<file path="src/rtl/prog_fsm_pkg.sv">
// rtl/prog_fsm_pkg.sv - entry layout, entry type and width helper shared by prog_mealy_fsm
package prog_fsm_pkg;

    localparam int MAX_SW      = 6;
    localparam int MAX_OW      = 8;
    localparam int ENT_OUT_LSB = 0;

    // Widest entry any legal configuration can produce; narrower builds zero-extend.
    typedef struct packed {
        logic [MAX_SW-1:0] nxt;
        logic [MAX_OW-1:0] out;
    } entry_t;

    function automatic int clog2_min1(input int n);
        int w;
        w = 0;
        while ((1 << w) < n) begin
            w++;
        end
        return (w < 1) ? 1 : w;
    endfunction

    function automatic int ent_next_lsb(input int ow);
        return ENT_OUT_LSB + ow;
    endfunction

endpackage

</file>
<file path="src/rtl/prog_mealy_fsm_if.sv">
// rtl/prog_mealy_fsm_if.sv - symbol stream and table-programming bus of prog_mealy_fsm
interface prog_mealy_fsm_if
    import prog_fsm_pkg::*;
#(
    parameter  int NSTATE = 4,
    parameter  int IW     = 1,
    parameter  int OW     = 1,
    localparam int SW     = clog2_min1(NSTATE)
) ();

    logic              clr;
    logic              in_valid;
    logic [IW-1:0]     x;
    logic [OW-1:0]     z;
    logic              z_valid;
    logic [NSTATE-1:0] state_oh;
    logic              cfg_we;
    logic [SW+IW-1:0]  cfg_addr;
    logic [SW+OW-1:0]  cfg_wdata;
    logic              cfg_err;

    modport master (
        output clr, in_valid, x, cfg_we, cfg_addr, cfg_wdata,
        input  z, z_valid, state_oh, cfg_err
    );

    modport slave (
        input  clr, in_valid, x, cfg_we, cfg_addr, cfg_wdata,
        output z, z_valid, state_oh, cfg_err
    );

endinterface

</file>
<file path="src/rtl/prog_fsm_table.sv">
// rtl/prog_fsm_table.sv - transition/output register file, one write port, async read port
module prog_fsm_table
    import prog_fsm_pkg::*;
#(
    parameter  int NSTATE     = 4,
    parameter  int IW         = 1,
    parameter  int OW         = 1,
    parameter  int INIT_STATE = 0,
    localparam int SW         = clog2_min1(NSTATE)
) (
    input  logic             clk,
    input  logic             reset,
    input  logic             we_i,
    input  logic [SW+IW-1:0] waddr_i,
    input  logic [SW+OW-1:0] wdata_i,
    input  logic [SW+IW-1:0] raddr_i,
    output logic [SW+OW-1:0] rdata_o
);

    localparam int               DEPTH       = NSTATE << IW;
    localparam logic [SW+OW-1:0] DEFAULT_ENT = {SW'(INIT_STATE), OW'(0)};

    logic [SW+OW-1:0] mem_q [DEPTH];
    logic             wr_in_range;

    // {state, x} equals state*2^IW + x, so the address indexes the array directly.
    assign wr_in_range = 32'(waddr_i[SW+IW-1:IW]) < NSTATE;

    always_ff @(posedge clk or posedge reset) begin
        if (reset) begin
            for (int i = 0; i < DEPTH; i++) begin
                mem_q[i] <= DEFAULT_ENT;
            end
        end else if (we_i && wr_in_range) begin
            mem_q[waddr_i] <= wdata_i;
        end
    end

    assign rdata_o = mem_q[raddr_i];

endmodule

</file>
<file path="src/rtl/prog_mealy_fsm.sv">
// rtl/prog_mealy_fsm.sv - table-programmable Mealy FSM; PROG_FSM_ILLEGAL_TRAP_EN rejects illegal writes
module prog_mealy_fsm
    import prog_fsm_pkg::*;
#(
    parameter  int NSTATE     = 4,
    parameter  int IW         = 1,
    parameter  int OW         = 1,
    parameter  int INIT_STATE = 0,
    localparam int SW         = clog2_min1(NSTATE)
) (
    input  logic             clk,
    input  logic             reset,
    prog_mealy_fsm_if.slave  bus
);

    localparam int                NL       = ent_next_lsb(OW);
    localparam logic [SW-1:0]     INIT_IDX = SW'(INIT_STATE);
    localparam logic [NSTATE-1:0] OH_ONE   = NSTATE'(1);

    logic [SW-1:0]     state_q;
    logic [SW-1:0]     state_d;
    logic [NSTATE-1:0] state_oh_q;
    logic [SW+IW-1:0]  rd_addr;
    logic [SW+OW-1:0]  rd_data;
    entry_t            rd_ent;
    logic              step;
    logic              tbl_we;

    assign step    = bus.in_valid & ~bus.clr;
    assign rd_addr = {state_q, bus.x};

    prog_fsm_table #(
        .NSTATE     (NSTATE),
        .IW         (IW),
        .OW         (OW),
        .INIT_STATE (INIT_STATE)
    ) u_table (
        .clk     (clk),
        .reset   (reset),
        .we_i    (tbl_we),
        .waddr_i (bus.cfg_addr),
        .wdata_i (bus.cfg_wdata),
        .raddr_i (rd_addr),
        .rdata_o (rd_data)
    );

    always_comb begin
        rd_ent     = '0;
        rd_ent.nxt = MAX_SW'(rd_data[SW+OW-1:NL]);
        rd_ent.out = MAX_OW'(rd_data[OW-1:ENT_OUT_LSB]);
    end

    // The read port sees the pre-write contents, so a same-cycle write never affects this lookup.
    always_comb begin
        state_d = state_q;
        if (bus.clr) begin
            state_d = INIT_IDX;
        end else if (bus.in_valid) begin
            if (32'(rd_ent.nxt) < NSTATE) begin
                state_d = rd_ent.nxt[SW-1:0];
            end else begin
                state_d = INIT_IDX;
            end
        end
    end

    always_ff @(posedge clk or posedge reset) begin
        if (reset) begin
            state_q    <= INIT_IDX;
            state_oh_q <= OH_ONE << INIT_IDX;
        end else begin
            state_q    <= state_d;
            state_oh_q <= OH_ONE << state_d;
        end
    end

    assign bus.z        = step ? rd_ent.out[OW-1:0] : '0;
    assign bus.z_valid  = step;
    assign bus.state_oh = state_oh_q;

`ifdef PROG_FSM_ILLEGAL_TRAP_EN
    logic wr_legal;
    logic cfg_err_q;

    assign wr_legal = (32'(bus.cfg_addr[SW+IW-1:IW]) < NSTATE) &&
                      (32'(bus.cfg_wdata[SW+OW-1:OW]) < NSTATE);
    assign tbl_we   = bus.cfg_we & wr_legal;

    always_ff @(posedge clk or posedge reset) begin
        if (reset) begin
            cfg_err_q <= 1'b0;
        end else begin
            cfg_err_q <= bus.cfg_we & ~wr_legal;
        end
    end

    assign bus.cfg_err = cfg_err_q;
`else
    assign tbl_we      = bus.cfg_we;
    assign bus.cfg_err = 1'b0;
`endif

endmodule

</file>
<file path="src/flat_wrapper.sv">
// flat-port wrapper written by rule: the top's interface ports become plain ports
module prog_mealy_fsm_flat import prog_fsm_pkg::*;
#(
    parameter  int NSTATE     = 4,
    parameter  int IW         = 1,
    parameter  int OW         = 1,
    parameter  int INIT_STATE = 0,
    localparam int SW         = clog2_min1(NSTATE)
)
  (clk, reset, bus_clr, bus_in_valid, bus_x, bus_cfg_we, bus_cfg_addr, bus_cfg_wdata, bus_z, bus_z_valid, bus_state_oh, bus_cfg_err);
  prog_mealy_fsm_if #(.NSTATE(NSTATE), .IW(IW), .OW(OW)) bus_i ();
  input  logic clk;
  input  logic reset;
  input wire logic [$bits(bus_i.clr)-1:0] bus_clr;
  input wire logic [$bits(bus_i.in_valid)-1:0] bus_in_valid;
  input wire logic [$bits(bus_i.x)-1:0] bus_x;
  input wire logic [$bits(bus_i.cfg_we)-1:0] bus_cfg_we;
  input wire logic [$bits(bus_i.cfg_addr)-1:0] bus_cfg_addr;
  input wire logic [$bits(bus_i.cfg_wdata)-1:0] bus_cfg_wdata;
  output wire logic [$bits(bus_i.z)-1:0] bus_z;
  output wire logic [$bits(bus_i.z_valid)-1:0] bus_z_valid;
  output wire logic [$bits(bus_i.state_oh)-1:0] bus_state_oh;
  output wire logic [$bits(bus_i.cfg_err)-1:0] bus_cfg_err;
  assign bus_i.clr = bus_clr;
  assign bus_i.in_valid = bus_in_valid;
  assign bus_i.x = bus_x;
  assign bus_i.cfg_we = bus_cfg_we;
  assign bus_i.cfg_addr = bus_cfg_addr;
  assign bus_i.cfg_wdata = bus_cfg_wdata;
  assign bus_z = bus_i.z;
  assign bus_z_valid = bus_i.z_valid;
  assign bus_state_oh = bus_i.state_oh;
  assign bus_cfg_err = bus_i.cfg_err;
  prog_mealy_fsm #(.NSTATE(NSTATE), .IW(IW), .OW(OW), .INIT_STATE(INIT_STATE)) u_core (.clk(clk), .reset(reset), .bus(bus_i));
endmodule
</file>
<file path="config.mk">
export PLATFORM = sky130hd
export DESIGN_NAME = prog_mealy_fsm_flat
export DESIGN_NICKNAME = d
export VERILOG_FILES = /design/src/rtl/prog_fsm_pkg.sv /design/src/rtl/prog_mealy_fsm_if.sv /design/src/rtl/prog_fsm_table.sv /design/src/rtl/prog_mealy_fsm.sv /design/src/flat_wrapper.sv
export SDC_FILE = /design/constraint.sdc
export NUM_CORES = 1
export LEC_CHECK = 0
export CAP_MARGIN = 10
export CORE_MARGIN = 2
export CORE_UTILIZATION = 50
export CTS_BUF_LIST = sky130_fd_sc_hd__clkbuf_2
export DETAILED_ROUTE_END_ITERATION = 16
export GPL_TIMING_DRIVEN = 0
export PLACE_DENSITY = 0.75
export SYNTH_ARGS = -nofsm -noshare
export SYNTH_HDL_FRONTEND = slang
export SYNTH_SLANG_ARGS = --single-unit
</file>
<file path="constraint.sdc">
create_clock -name clk -period 1.5 [get_ports clk]
set_input_delay 0.15 -clock clk [delete_from_list [all_inputs] [get_ports clk]]
set_output_delay 0.15 -clock clk [all_outputs]
set_load 0.1 [all_outputs]
</file>
Word-level counts from Yosys, hierarchy flattened --
Cells that the tools add are included. W data, S select, Z words.
Word-level totals: register bits 30, output and inout bits 7
Operators by class: order comparisons 4, shift-type cells 1, mux-type cells 10, bitwise operators 4, reductions and logical operators 1
Operator list (number):
- $bwmux W24 | 1
- $bmux W3 S3 | 1
- $demux W3 S3 | 1
- $mux W3 | 3
- $ge A4 B4 Y1 const B | 2
- $not A3 Y4 | 2
- $mux W2 | 3
- $lt A4 B1 Y1 const B | 1
- $shl A1 B2 Y4 const A | 1
- $lt A2 B3 Y1 const B | 1
- $and A1 B1 Y1 | 1
- $logic_and A1 B1 Y1 | 1
- $mux W1 | 1
- $not A1 Y1 | 1

Depth between registers and ports, before layout --
Gate-level depths: netlist (run 1).
word-level depth 9, gate-level depth with buffers 5, gate-level depth less buffers 4

Hierarchy --
A second synthesis (run 1) with hierarchy kept.
Unflattened totals: cells, all modules 96, area, all modules 1463.9 um2
Modules (own cells, without submodules):
- prog_fsm_table | instances 1, cells an instance 68, area each 1173.6 um2, sequential area each 600.6 um2
- prog_mealy_fsm | instances 1, cells an instance 28, area each 290.3 um2, sequential area each 151.4 um2

Worst setup path before layout (run 1) --
OpenSTA, ideal clock, no wires.
path kind input port to output port, start point input port bus_clr, end point output port bus_z, data arrival time 2985 ps, path slack -1635 ps, stages 2, cells stage by stage nor2b_1 -> nor2b_1
On the way: cells in the longest elaborated chain, start to end 3
RTL lines:
- start: declaration | RTL line flat_wrapper.sv:14 | input wire logic [$bits(bus_i.clr)-1:0] bus_clr;
- $not A1 Y1 | RTL line prog_mealy_fsm.sv:29 | assign step = bus.in_valid & ~bus.clr;
- $and A1 B1 Y1 | RTL line prog_mealy_fsm.sv:29
- $mux W1 | RTL line prog_mealy_fsm.sv:77 | assign bus.z = step ? rd_ent.out[OW-1:0] : '0;
- end: declaration | RTL line flat_wrapper.sv:20 | output wire logic [$bits(bus_i.z)-1:0] bus_z;
No other way between the ends.

Worst setup path in the final report (run 1) --
start point register u_core.u_table.mem_q[9] (netlist bit), end point output port bus_z
On the way: cells in the longest elaborated chain, start to end 4
RTL lines:
- start: declaration | RTL line prog_fsm_table.sv:23 | logic [SW+OW-1:0] mem_q [DEPTH];
- start signal: indexed assignment | RTL line prog_fsm_table.sv:35 | mem_q[waddr_i] <= wdata_i;
- $bmux W3 S3 | RTL line prog_fsm_table.sv:39 | assign rdata_o = mem_q[raddr_i];
- $mux W3 (not written as such) (2 in series) | RTL line prog_fsm_table.sv:39
- $mux W1 | RTL line prog_mealy_fsm.sv:77
No other way between the ends. The select of a mux whose other input is x is not followed.

==> results of run 1 <==
==> cells by family (layout without fill, tap and decap cells) <==
group,Yosys count,count (layout),share of synthesized area (%)
flip-flops,30,30,53.5
multiplexers,34,34,28.6
buffers and inverters,4,31,1.87
AO/OA/AOI/OAI,5,5,4.80
other,1,1,0.267
AND/OR/NAND/NOR,23,23,11.0
==> registers in the layout (all words and copies together) (netlist names) <==
signal                count
u_core.bus.state_oh       4
u_core.u_table.mem_q     24
u_core.state_q            2
==> power groups by stage <==
stage / logic, mW / clock network [mW] / registers [mW]
CTS: 0.673 / 0.404 / 1.07
global route: 0.735 / 0.435 / 1.09
global placement: 0.632 / 0 / 1.07
floorplan: 0.357 / 0 / 1.20
finish: 0.691 / 0.389 / 1.07
detailed placement: 0.645 / 0 / 1.09
==> layer usage <==
metal / track usage (%) / part of all wire, % / wire length, um
met1: 24.1 / 44 / 1180
met2: 29.6 / 50 / 1330
met3: 7.26 / 3.8 / 102
met4: 7.97 / 2.4 / 63
met5: 0 / 0 / 0
==> synth_stat cells, types with 2 or more instances <==
library cell,number
dfrtp_1,29
mux2_1,11
mux2_2,14
mux2i_1,6
mux4_2,2
nand2_1,2
nand4b_1,4
nor2_1,2
nor2b_1,5
nor3_1,2
nor3b_1,3
==> stage by stage <==
step	utilization (%)	total power [mW]	area (um2)
floorplan	-	1.56	1420
global placement	60.2	1.70	1630
detailed placement	60.2	1.73	1630
CTS	62.9	2.15	1710
global route	64.6	2.26	1750
finish	64.6	2.15	1750
==> cell usage in the layout (no fill, tap or decap), drive strengths merged <==
| cell | synthesis | final |
|---|---|---|
| a2111oi | 2 | 2 |
| a31oi | 1 | 1 |
| a41oi | 1 | 1 |
| and2 | 1 | 1 |
| and4 | 1 | 1 |
| buf | 2 | 6 |
| clkbuf | 1 | 7 |
| clkdlybuf4s15 | 0 | 3 |
| clkdlybuf4s50 | 0 | 9 |
| clkinv | 0 | 2 |
| clkinvlp | 0 | 1 |
| conb | 1 | 1 |
| dfrtp | 29 | 29 |
| dfstp | 1 | 1 |
| dlygate4sd2 | 0 | 1 |
| dlymetal6s2s | 0 | 1 |
| inv | 1 | 1 |
| mux2 | 26 | 26 |
| mux2i | 6 | 6 |
| mux4 | 2 | 2 |
| nand2 | 2 | 2 |
| nand2b | 1 | 1 |
| nand3b | 1 | 1 |
| nand4 | 1 | 1 |
| nand4b | 4 | 4 |
| nor2 | 2 | 2 |
| nor2b | 5 | 5 |
| nor3 | 2 | 2 |
| nor3b | 3 | 3 |
| o311a | 1 | 1 |
==> worst max path at each step <==
stage / depth (start not counted) / startpoint / end / slack, ns
floorplan: 2 / bus_in_valid / bus_z / 0.02
global placement: 6 / bus_x / bus_z / -1.30
detailed placement: 6 / bus_x / bus_z / -1.31
CTS: 4 / u_core.u_table.mem_q[0]$_DFFE_PP0P_ / bus_z / -0.37
global route: 4 / u_core.u_table.mem_q[0]$_DFFE_PP0P_ / bus_z / -0.44
finish: 4 / u_core.u_table.mem_q[9]$_DFFE_PP0P_ / bus_z / -0.35
==> layout make-up <==
class | count | area (um2) | share of cell area, %
sequential | 30 | 752 | 42.9
multi-input combinational | 63 | 674 | 38.5
timing repair buffer | 19 | 215 | 12.3
tap | 31 | 38.8 | 2.21
buffer | 3 | 26.3 | 1.50
clock buffer | 5 | 25.0 | 1.43
clock inverter | 3 | 16.3 | 0.929
inverter | 1 | 3.75 | 0.214
==> timing repair <==
item / CTS / global route
gates resized for setup: 34 / 4
pin swaps: 0 / 2
setup endpoints to repair: 9 / 7
gates cloned: 0 / 0
buffers inserted: 1 / 0
==> metrics, run 1 <==
outcome=finished, violations left; failing checks=negative setup slack; Die Ht=57.0 um; Post-synth ARST share=100%; Yosys top cell area share=51.6%; capturing point of the worst reg2reg path=u_core.bus.state_oh[2]$_DFF_PP0_; CP max stage delay=0.49 ns; final worst slack=-0.347 ns; data arrival time of the critical path=1.70 ns; final period utilization=123%; htree depth=2; fin nets=135; register bit total from synthesis=30; via/cell ratio=5.69; dominant cell type by area after synthesis=dfrtp_1; FP Rows=19; Seq/Total Area, Yosys=53.5%; Post-synth EDFFs=0; top_reg_cell synth=dfrtp_1; count of different cell masters after synthesis=28; Worst Hold Class=in -> async; share of power burned in registers=49.8%; initial DRC count=7; Max-Cap Viols=0; CTS Buffer Depth=2; # hold bufs at CTS=0; FF-to-FF Start=u_core.state_q[0]$_DFF_PP0_; Antenna Cells=0; Placed Cells=145; initial antenna violation count=0; GP Congestion=0.680; synthesized area=1410 um2; Area Growth Syn to Fin=24.6%; GRT overflow=0; Reg clk slew, reported paths=0.17 ns; Detail Placement HPWL=1.90 mm; Pint=1.39 mW; Routed Antenna Nets=0; syn_nets=109; Crit. End Element=output port; CP Class=reg -> out; Wirelength per Cell=17.2 um; Max-slew headroom=63.8%; Core ar.=2710 um2; DR vias=882; Crit path buffers/inverters=1; P_leak=0.757 nW; share of cells above drive strength 1=36.3%; Psw=0.762 mW; largest net degree at the start of global routing=31; PwrDens=1230 nW/um2; Root Driver=clkbuf_2; fillers=217; TNS Setup=-0.347 ns; number of I/O pins=19; vias in the first global route=909; Detailed Routing Iterations Pass 1=4; Final min period=1.85 ns; RSZ-0062 raised after global routing=yes; R2R setup slack=0.07 ns; CP startpoint kind=register; first-pass GRT wire length=4.49 mm; Mean Syn Cell Area=14.5 um2; YS warnings=0; Post-route DRC=0; # setup viols final=1; R2R depth=4; Final Slew Violations=0; GRT Overall Usage=19.1%; Finished Layout Cells=155; switching share of power=35.4%; Routed WL=2.67 mm; Final Hold Vio Count=0; Worst EP required=1.35 ns; Die X=57.0 um; CP cell instances=mux4_2, mux2i_4, nor2b_4, buf_12; PortBufs=17; Synth area leaders=dfrtp_1, mux2_2, mux2_1; Gate power share=32.1%; critical path's slowest cell=mux4_2; worst skew pair latency=0.37 ns; VDD IR-drop max=0.00112 V; Worst Skew=0.0125 ns; TritonCTS clock tree=done; cts bufs inserted=5; starting density of the core=51.9%; Synth Instances=97; CP max FO=2; Worst-Margin Slew=0.546 ns; Final Hold Slack=0.0287 ns; delay-heaviest family, CP=multiplexers; Place WS=-1.31 ns; Clk pwr share=18.1%; area of the die=3250 um2; CTS Sinks=30; fmax=542 MHz
Note: power is estimated with default switching activity, not from simulation.
==> inputs of run 2 (changes only) <==
--- a/config.mk
+++ b/config.mk
@@ -11,7 +11,7 @@
 export CTS_BUF_LIST = sky130_fd_sc_hd__clkbuf_2
 export DETAILED_ROUTE_END_ITERATION = 16
 export GPL_TIMING_DRIVEN = 0
-export PLACE_DENSITY = 0.75
+export PLACE_DENSITY = 0.74
 export SYNTH_ARGS = -nofsm -noshare
 export SYNTH_HDL_FRONTEND = slang
 export SYNTH_SLANG_ARGS = --single-unit
==> run 2 against run 1 <==
  * The run still ends with negative setup slack left
  * Critical path depth unchanged
  * Final cell count increased by 0.65%
  * Clock skew decreased by 0.00092 ns
  * Fmax increased by 3.1%
  * Global-route usage decreased by 0.54 points
  * Critical path type unchanged
==> metrics, run 2 (synthesis results as in run 1) <==
most frequent cells in the layout=dfrtp_1, mux2_2, mux2_1; data arrival time of the critical path=1.64 ns (-0.06 ns); Place WS=-1.27 ns (+0.0388 ns); CTS Buffer Depth=2 (unchanged); Final Hold Vio Count=0 (unchanged); # setup viols final=1 (unchanged); area of the die=3250 um2 (unchanged); # hold bufs at CTS=0 (unchanged); largest net degree at the start of global routing=31 (unchanged); Max-slew headroom=59.4% (-4.4 points); final period utilization=119% (-3.7 points); Detail Placement HPWL=1.89 mm (-0.75%); met3 Resource Use GR=4.99% (-2.3 points); fmax=558 MHz (+3.1%); DR vias=892 (+1.1%); Final min period=1.79 ns (-0.0555 ns); Largest Register=u_core.u_table.mem_q; outcome=finished, violations left; Finished Layout Cells=156 (+0.65%); Root Driver=clkbuf_2; initial DRC count=17 (+10); fin nets=136 (+0.74%); Die Ht=57.0 um (unchanged); TritonCTS clock tree=done; via/cell ratio=5.72 (+0.49%); vias in the first global route=978 (+7.6%); Largest register FFs=24 (unchanged); CTS Sinks=30 (unchanged); Routed Antenna Nets=0 (unchanged); FP Rows=19 (unchanged); TNS Setup=-0.291 ns (+0.0555 ns); failing checks=negative setup slack; delay-heaviest family, CP=multiplexers; Placed Area=1630 um2 (unchanged); GRT overflow=0 (unchanged); Post-route DRC=0 (unchanged); Layout Utilization=65.0% (+0.37 points); cts bufs inserted=5 (unchanged); Core ar.=2710 um2 (unchanged); share of cells above drive strength 1=37.6% (+1.3 points); total chip power=2.14 mW (-0.74%); Area Growth Syn to Fin=25.3%; gr busiest metal=met2; starting density of the core=51.9% (unchanged); PwrDens=1210 nW/um2 (-1.3%); critical path's slowest cell=mux4_2; fillers=219 (+0.92%); Detailed Routing Iterations Pass 1=2 (-2); Wirelength per Cell=16.4 um (-4.9%); VDD IR-drop max=0.00116 V (+3.6%); Placed Cells=145 (unchanged); htree depth=2 (unchanged); CP Class=reg -> out; Worst Skew=0.0116 ns (-0.000923 ns); Crit. End Element=output port; Final Hold Slack=0.104 ns (+0.0753 ns); Reg clk slew, reported paths=0.14 ns (-0.03 ns); CP max FO=2 (unchanged); Final Slew Violations=0 (unchanged); RSZ-0062 raised after global routing=yes; worst skew pair latency=0.35 ns (-0.02 ns); final worst slack=-0.291 ns (+0.0555 ns); Worst EP required=1.35 ns (about the same); GP Congestion=0.710 (+4.3%); PortBufs=17 (unchanged); CP startpoint kind=register; GRT Overall Usage=18.5% (-0.54 points); number of I/O pins=19 (unchanged); Design Area, Final=1760 um2 (+0.57%); CP max stage delay=0.49 ns (about the same); Worst Hold Class=in -> async; Routed WL=2.56 mm (-4.3%); Max-Cap Viols=0 (unchanged); Die X=57.0 um (unchanged); Antenna Cells=0 (unchanged); met2 Use GR=30.7% (+1.1 points); Crit path buffers/inverters=1 (unchanged); met1 usage=22.4% (-1.7 points); Worst-Margin Slew=0.604 ns (+0.0582 ns); initial antenna violation count=0 (unchanged); P_leak=0.767 nW (+1.4%); most common cell after layout, fill and taps aside=dfrtp_1; CP cell instances=mux4_2, mux2i_4, nor2b_4, buf_12; first-pass GRT wire length=4.41 mm (-1.7%)
==> run 2: changes by cell type in the layout (fill, tap and decap cells not counted) <==
| cell | delta |
|---|---|
| nor3_1 | -1 |
| clkbuf_4 | -1 |
| clkinv_2 | -1 |
| buf_4 | +2 |
| clkinvlp_4 | -1 |
| nor3_2 | +1 |
| clkbuf_2 | +2 |
==> run 2: power breakdown <==
part           internal, mW  leakage, nW  total (mW)  switching, mW
registers             0.982        0.366        1.07         0.0856
clock network         0.125       0.0306       0.382          0.257
logic                 0.304        0.371       0.687          0.383
==> run 2: final timing paths <==
path / start / endpoint / slack (ns) / depth (start not counted)
max in group asynchronous: reset / u_core.u_table.mem_q[12]$_DFFE_PP0P_ / 0.92 / 3
hold reg to reg: u_core.u_table.mem_q[15]$_DFFE_PP0P_ / u_core.u_table.mem_q[15]$_DFFE_PP0P_ / 0.50 / 1
min in group clk: bus_in_valid / u_core.state_q[1]$_DFF_PP0_ / 0.26 / 3
setup / recovery: u_core.u_table.mem_q[0]$_DFFE_PP0P_ / bus_z / -0.29 / 4
hold / removal: reset / u_core.u_table.mem_q[6]$_DFFE_PP0P_ / 0.10 / 2
setup reg to reg: u_core.state_q[0]$_DFF_PP0_ / u_core.bus.state_oh[2]$_DFF_PP0_ / 0.09 / 4
==> run 2: layout make-up <==
class | count | area [um2] | share of cell area, %
flip-flops and latches | 30 | 752 | 42.7
multi-input cells | 63 | 679 | 38.6
repair buffers | 20 | 223 | 12.6
well taps | 31 | 38.8 | 2.20
clock buffers | 7 | 35.0 | 1.99
plain buffers | 3 | 26.3 | 1.49
clock inverters | 1 | 3.75 | 0.213
inverters | 1 | 3.75 | 0.213
==> run 2: worst register-to-register path: stages (launching register included) <==
cell	delay, ns
dfrtp_1	0.39
buf_4	0.17
nand3b_4	0.16
a2111oi_4	0.45
nor2b_1	0.19
==> run 2: per-layer routing <==
metal	share of wire, %	vias up
met5	0	-
met2	50	22
met3	4.5	6
met4	1.9	0
met1	43	443
li1	-	421
==> run 2: repair_timing <==
action / CTS / global route
gates resized for setup: 33 / 7
pin swaps: 0 / 1
buffers inserted: 2 / 0
gates cloned: 0 / 0
endpoints found under the setup margin: 9 / 7
